[src/rtl/pipeline_trace_monitor.sv]
// Run monitor for the 5-stage RV32I pipeline: event counters, show-ahead retire
// trace FIFO and a run FSM that ends on a register-watch pass or a cycle watchdog.
module pipeline_trace_monitor #(
   parameter int XLEN           = 32,
   parameter int TRACE_DEPTH    = 16,
   parameter int CNT_W          = 32,
   parameter int WATCH_REG      = 20,
   parameter int WATCH_VAL      = 100,
   parameter int TIMEOUT_CYCLES = 80
) (
   input  logic             clk,
   input  logic             reset,
   input  logic             i_start,
   input  logic             i_wb_valid,
   input  logic [XLEN-1:0]  i_wb_pc,
   input  logic [31:0]      i_wb_instr,
   input  logic             i_wb_we,
   input  logic [4:0]       i_wb_rd,
   input  logic [XLEN-1:0]  i_wb_data,
   input  logic             i_stall,
   input  logic             i_flush,
   input  logic             i_trace_ready,
   output logic             o_trace_valid,
   output logic [XLEN-1:0]  o_trace_pc,
   output logic [31:0]      o_trace_instr,
   output logic [4:0]       o_trace_rd,
   output logic [XLEN-1:0]  o_trace_data,
   output logic             o_trace_overflow,
   output logic [CNT_W-1:0] o_cycle_cnt,
   output logic [CNT_W-1:0] o_retire_cnt,
   output logic [CNT_W-1:0] o_stall_cnt,
   output logic [CNT_W-1:0] o_flush_cnt,
   output logic [1:0]       o_state,
   output logic             o_done,
   output logic             o_pass
);

   localparam int AW = $clog2(TRACE_DEPTH);

   typedef enum logic [1:0] {S_IDLE = 2'd0, S_RUN = 2'd1, S_PASS = 2'd2, S_TIMEOUT = 2'd3} state_t;

   typedef struct packed {
      logic [XLEN-1:0] pc;
      logic [31:0]     instr;
      logic [4:0]      rd;
      logic [XLEN-1:0] data;
   } entry_t;

   state_t          state, state_nxt;
   entry_t          mem [TRACE_DEPTH];
   entry_t          head, wr_entry;
   logic [AW-1:0]   wr_ptr, rd_ptr;
   logic [AW:0]     count;
   logic            is_bubble, qret, pass_hit, timeout_hit;
   logic            full, pop, do_push;

   function automatic logic [CNT_W-1:0] sat_inc(input logic [CNT_W-1:0] v);
      return (&v) ? v : v + CNT_W'(1);
   endfunction

   // The start cycle itself is never counted or traced.
   assign is_bubble   = (i_wb_instr == 32'h0000_0013) || (i_wb_instr == 32'h0);
   assign qret        = i_wb_valid && (state == S_RUN) && !i_start && !is_bubble;
   assign pass_hit    = qret && i_wb_we && (WATCH_REG != 0) &&
                        (i_wb_rd == 5'(WATCH_REG)) && (i_wb_data == XLEN'(WATCH_VAL));
   assign timeout_hit = (state == S_RUN) && !pass_hit &&
                        (o_cycle_cnt == CNT_W'(TIMEOUT_CYCLES - 1));

   always_ff @(posedge clk) begin
      if (reset) state <= S_IDLE;
      else       state <= state_nxt;
   end

   always_comb begin
      state_nxt = state;
      if (i_start) state_nxt = S_RUN;
      else if (state == S_RUN) begin
         if (pass_hit)         state_nxt = S_PASS;
         else if (timeout_hit) state_nxt = S_TIMEOUT;
      end
   end

   always_comb begin
      o_state = state;
      o_done  = (state == S_PASS) || (state == S_TIMEOUT);
      o_pass  = (state == S_PASS);
   end

   always_ff @(posedge clk) begin
      if (reset || i_start) begin
         o_cycle_cnt  <= '0;
         o_retire_cnt <= '0;
         o_stall_cnt  <= '0;
         o_flush_cnt  <= '0;
      end else if (state == S_RUN) begin
         o_cycle_cnt <= sat_inc(o_cycle_cnt);
         if (qret)    o_retire_cnt <= sat_inc(o_retire_cnt);
         if (i_stall) o_stall_cnt  <= sat_inc(o_stall_cnt);
         if (i_flush) o_flush_cnt  <= sat_inc(o_flush_cnt);
      end
   end

   // A full FIFO still accepts a push when the head leaves in the same cycle.
   assign full    = (count == (AW+1)'(TRACE_DEPTH));
   assign pop     = i_trace_ready && (count != '0);
   assign do_push = qret && (!full || pop);

   always_comb begin
      wr_entry.pc    = i_wb_pc;
      wr_entry.instr = i_wb_instr;
      wr_entry.rd    = i_wb_we ? i_wb_rd   : 5'd0;
      wr_entry.data  = i_wb_we ? i_wb_data : '0;
   end

   always_ff @(posedge clk) begin
      if (do_push) mem[wr_ptr] <= wr_entry;
   end

   always_ff @(posedge clk) begin
      if (reset || i_start) begin
         wr_ptr           <= '0;
         rd_ptr           <= '0;
         count            <= '0;
         o_trace_overflow <= 1'b0;
      end else begin
         if (do_push) wr_ptr <= wr_ptr + AW'(1);
         if (pop)     rd_ptr <= rd_ptr + AW'(1);
         count <= count + (AW+1)'(do_push) - (AW+1)'(pop);
         if (qret && full && !pop) o_trace_overflow <= 1'b1;
      end
   end

   // Storage is not reset, so the head is masked while the FIFO is empty.
   assign head          = mem[rd_ptr];
   assign o_trace_valid = (count != '0);
   assign o_trace_pc    = o_trace_valid ? head.pc    : '0;
   assign o_trace_instr = o_trace_valid ? head.instr : '0;
   assign o_trace_rd    = o_trace_valid ? head.rd    : '0;
   assign o_trace_data  = o_trace_valid ? head.data  : '0;

endmodule

[config.mk]
export PLATFORM = sky130hd
export DESIGN_NAME = pipeline_trace_monitor
export DESIGN_NICKNAME = d
export VERILOG_FILES = /design/src/rtl/pipeline_trace_monitor.sv
export SDC_FILE = /design/constraint.sdc
export NUM_CORES = 2
export LEC_CHECK = 0
export ABC_AREA = 1
export CORE_ASPECT_RATIO = 1.25
export CORE_MARGIN = 5
export CORE_UTILIZATION = 54
export CTS_CLUSTER_DIAMETER = 60
export DETAILED_ROUTE_END_ITERATION = 6
export GPL_TIMING_DRIVEN = 1
export PLACE_DENSITY = 0.76
export SLEW_MARGIN = 20
export SYNTH_ARGS = -nofsm -noshare
export SYNTH_HDL_FRONTEND = slang
export SYNTH_SLANG_ARGS = --single-unit
[constraint.sdc]
create_clock -name clk -period 9.5 [get_ports clk]
set_input_delay 0.95 -clock clk [delete_from_list [all_inputs] [get_ports clk]]
set_output_delay 0.95 -clock clk [all_outputs]
set_load 0.01 [all_outputs]
==> summary.txt <==
Place
  • Dpl ws: ~4 ns
  • GP Congestion: ~0.92
  • Post-DP HPWL: between 90,000 and 100,000 um
  • PortBufs: around 340
  • Post-placement cell count: about 7,600
  • Area after DPL: roughly 0.076 sq mm

Logic synthesis
  • Syn Inst Count: between 5,000 and 6,000
  • Area share of the largest cell type after synthesis: between 60% and 70%
  • Cell with the most instances after synthesis: edfxtp_1
  • Syn Std Cell Area: 0.07188 sq mm
  • Top cell type by total area after synthesis: edfxtp_1
  • Asr flop ratio synth: 0%
  • Commonest cells post-synth: 1,616 x edfxtp_1, 1,058 x nor2_1, 810 x o21ai_0
  • Syn avg cell area: 12.24 sq um
  • Sequential area share after synthesis: between 70% and 80%
  • Ys Warns: 0
  • Count of cell types in the netlist: 46
  • Post-synth EDFFs: between 1,500 and 2,000
  • Ranking of synthesized cells by area: edfxtp_1 68%, o21ai_0 5.6%, nor2_1 5.5%
  • #FFs+latches synth: between 1,500 and 2,000
  • Syn Nets: ~6,000
  • Predominant post-synthesis flop cell: edfxtp_1

Timing
  • Final Max Tran Viols: 0
  • Minimum clock period: around 6 ns
  • Final hold slack: between 0.4 and 0.5 ns
  • Max Clk Rate: about 160 MHz
  • Pin slew with the least headroom to its limit: 1.259 ns
  • Slew margin rel.: between 10% and 20%
  • RSZ-0062 raised after global routing: false
  • Period utilization: around 64%
  • Final setup viols: 0
  • Setup total negative slack: 0 ns
  • Clk_skew: 0.02208 ns
  • Final Hold Vio Count: 0
  • Worst setup margin: approximately 3.4 ns

Floorplan
  • I/O Pins: 344
  • CORE AREA: approximately 0.13 sq mm
  • Die area: around 0.14 sq mm
  • Die Height: between 400 and 500 um
  • Die width: about 340 um
  • Row cnt: about 150
  • Initial core utilization: a little over half

Finish
  • Fillers: between 9,000 and 10,000
  • Fin cells: ~7,900
  • FF+latch area: about 0.052 sq mm
  • Final Cell Area: roughly 0.082 sq mm
  • Synth-to-Final Area Change: 13.68%
  • Area of the multi-input gates: between 0.015 and 0.02 sq mm
  • Final net count: approximately 6,200
  • Fraction of layout cells with a size suffix above 1: approximately 5.8%

Clock network
  • Post-CTS sizing: 0
  • Htree depth: 4
  • Setup bufs post-CTS: 0
  • Maximum root-to-sink buffer count: 3
  • CTS Hold Bufs: 0
  • Clock-pin slew on the worst setup and hold paths: 0.06 ns
  • Worst-skew pair later-pin latency: 0.81 ns
  • Clk root buf: clkbuf_16
  • Total CTS buffers: between 150 and 200
  • CTS tree: done
  • Clock sinks: 1,764

Critical path
  • Worst R2R Setup Slack: between 5 and 6 ns
  • Reg-to-reg endpoint: mem[6][1]
  • Worst path bufs/invs: 3
  • Slowest CP cell: dfxtp_4
  • Crit path max-delay family: buffers and inverters
  • CP Capture Type: primary output
  • Worst reg2reg path depth: 8
  • FF-to-FF Start: o_state[1]
  • CP most frequent cell: buf_4
  • Crit path cell chain: buf_4 -> buf_4 -> o21ai_0 -> o221ai_1 -> nand3_1 -> a21oi_1 -> clkdlybuf4s50_1
  • Critical Path Max Stage Delay: roughly 0.95 ns
  • WS Path Type: reg -> out
  • Worst EP required: approximately 8.6 ns
  • Critical path startpoint category: flop
  • Crit path DAT: 5.15 ns
  • Critical path peak fanout: 94

Flow run
  • Maxcap violations: 0

Run status
  • Status: complete, but fails checks
  • Failing checks: design-rule violations

Detailed routing
  • DRC: 8
  • Routed Antenna Nets: 0
  • Wirelength, routed: roughly 190,000 um
  • Routed vias: roughly 49,000
  • Initial DRC count: a little under 6,000
  • Average wire per standard cell: around 24 um
  • Routed vias/inst: ~6.2
  • First drt pass iteration count: 7

Min path
  • Hold Path Class: reg -> reg
  • Worst Hold Path EP: o_trace_overflow
  • Hold Path Cell Cnt: 2
  • Min-delay src: o_trace_overflow

GRT
  • First-pass GRT wire length: ~290,000 um
  • Global-route congestion overflow total: 0
  • Largest net degree at the start of global routing: roughly 260
  • Initial antenna violation count: 16
  • Global-route usage over all layers: about a quarter
  • Vias in the first global route: 47,370

Pwr
  • Leakage Power: approximately 26 nW
  • Power Density: roughly 220 mW/mm^2
  • Max VDD drop: 0.2390 mV
-- how the worst max path moves through the flow --
stage | slack [ns] | startpoint | end | depth (start not counted)
6_report | 3.40 | flop | o_trace_instr[21] | 7
5_1_grt | 3.13 | flop | o_trace_instr[21] | 7
4_1_cts | 3.20 | flop | o_trace_data[19] | 7
3_5_place_dp | 3.99 | i_wb_instr[1] | mem[6][10] | 10
3_3_place_gp | 3.79 | i_wb_instr[11] | mem[13][12] | 11
2_1_floorplan | 0.14 | i_wb_instr[16] | mem[11][0] | 9
-- placed cells by master (no fill, tap or decap), types with 10 or more instances in the layout --
cell and instances:
edfxtp_1 1616, nor2_1 1043, xor2_1 57, nor3_2 10, o21ai_1 26, nand2_1 530
dfxtp_1 144, nor2_4 15, o21ai_0 810, inv_1 170, nand4_1 15, clkbuf_16 170
o221ai_1 288, o22ai_1 116, clkdlybuf4s50_1 342, nand3b_1 11, o211ai_1 116, buf_4 50
xnor2_1 22, clkinv_1 33, a21oi_1 221, nor3_1 47, clkbuf_1 40, ha_1 15
clkinv_2 28, nand3_1 162
-- routing by layer --
layer  vias to the layer above  GRT usage, %  routed length, um
met5                         -             0                 42
met4                         8         9.416               6148
met3                       436         5.304              20170
met2                      2836         43.53              92640
met1                     24080         35.98              73210
li1                      22000             -                  -
-- registers in the layout, summed over array words and instances (netlist names), named ones only --
| register | count |
|---|---|
| mem | 1616 |
| o_cycle_cnt | 32 |
| o_flush_cnt | 32 |
| o_retire_cnt | 32 |
| o_stall_cnt | 32 |
| count | 5 |
| rd_ptr | 4 |
| wr_ptr | 4 |
| o_state | 2 |
| o_trace_overflow | 1 |
-- through the flow --
step | total power, mW | utilization, %
after floorplan | 10.33 | -
after global placement | 11.66 | 57.75
after detailed placement | 11.73 | 57.81
after CTS | 18.08 | 61.79
after global routing | 18.66 | 61.81
final | 18.03 | 61.82
-- area by class of cell --
cell class / count / area share [%]
antenna: 9 / 0.02756
clock buffer: 212 / 5.424
clock inverter: 92 / 1.014
inverter: 182 / 0.8912
multi-input combinational: 3534 / 21.98
sequential: 1764 / 63.03
tap: 1736 / 2.658
timing repair buffer: 406 / 4.971
-- tightest hold or removal path, stage by stage, from the launching register on --
cell	delay (ns)
dfxtp_1	0.31
inv_1	0.05
a21oi_1	0.05
-- cell families after synthesis --
group | after synthesis | share of synthesized area (%)
xor+xnor | 79 | 0.9626
buf+inv | 572 | 3.551
compound gates | 1583 | 13.16
fa+ha+maj | 16 | 0.2890
flops | 1764 | 71.63
simple gates | 1856 | 10.41
-- where the power goes --
group / switching [mW] / leakage, nW / total [mW] / internal (mW)
combinational: 2.05 / 7.39 / 3.06 / 1.01
clock: 2.85 / 2.56 / 6.42 / 3.57
sequential: 0.0510 / 15.8 / 8.54 / 8.49
total: 4.95 / 25.8 / 18.0 / 13.1
No activity file was read; power rests on OpenSTA's default activity.
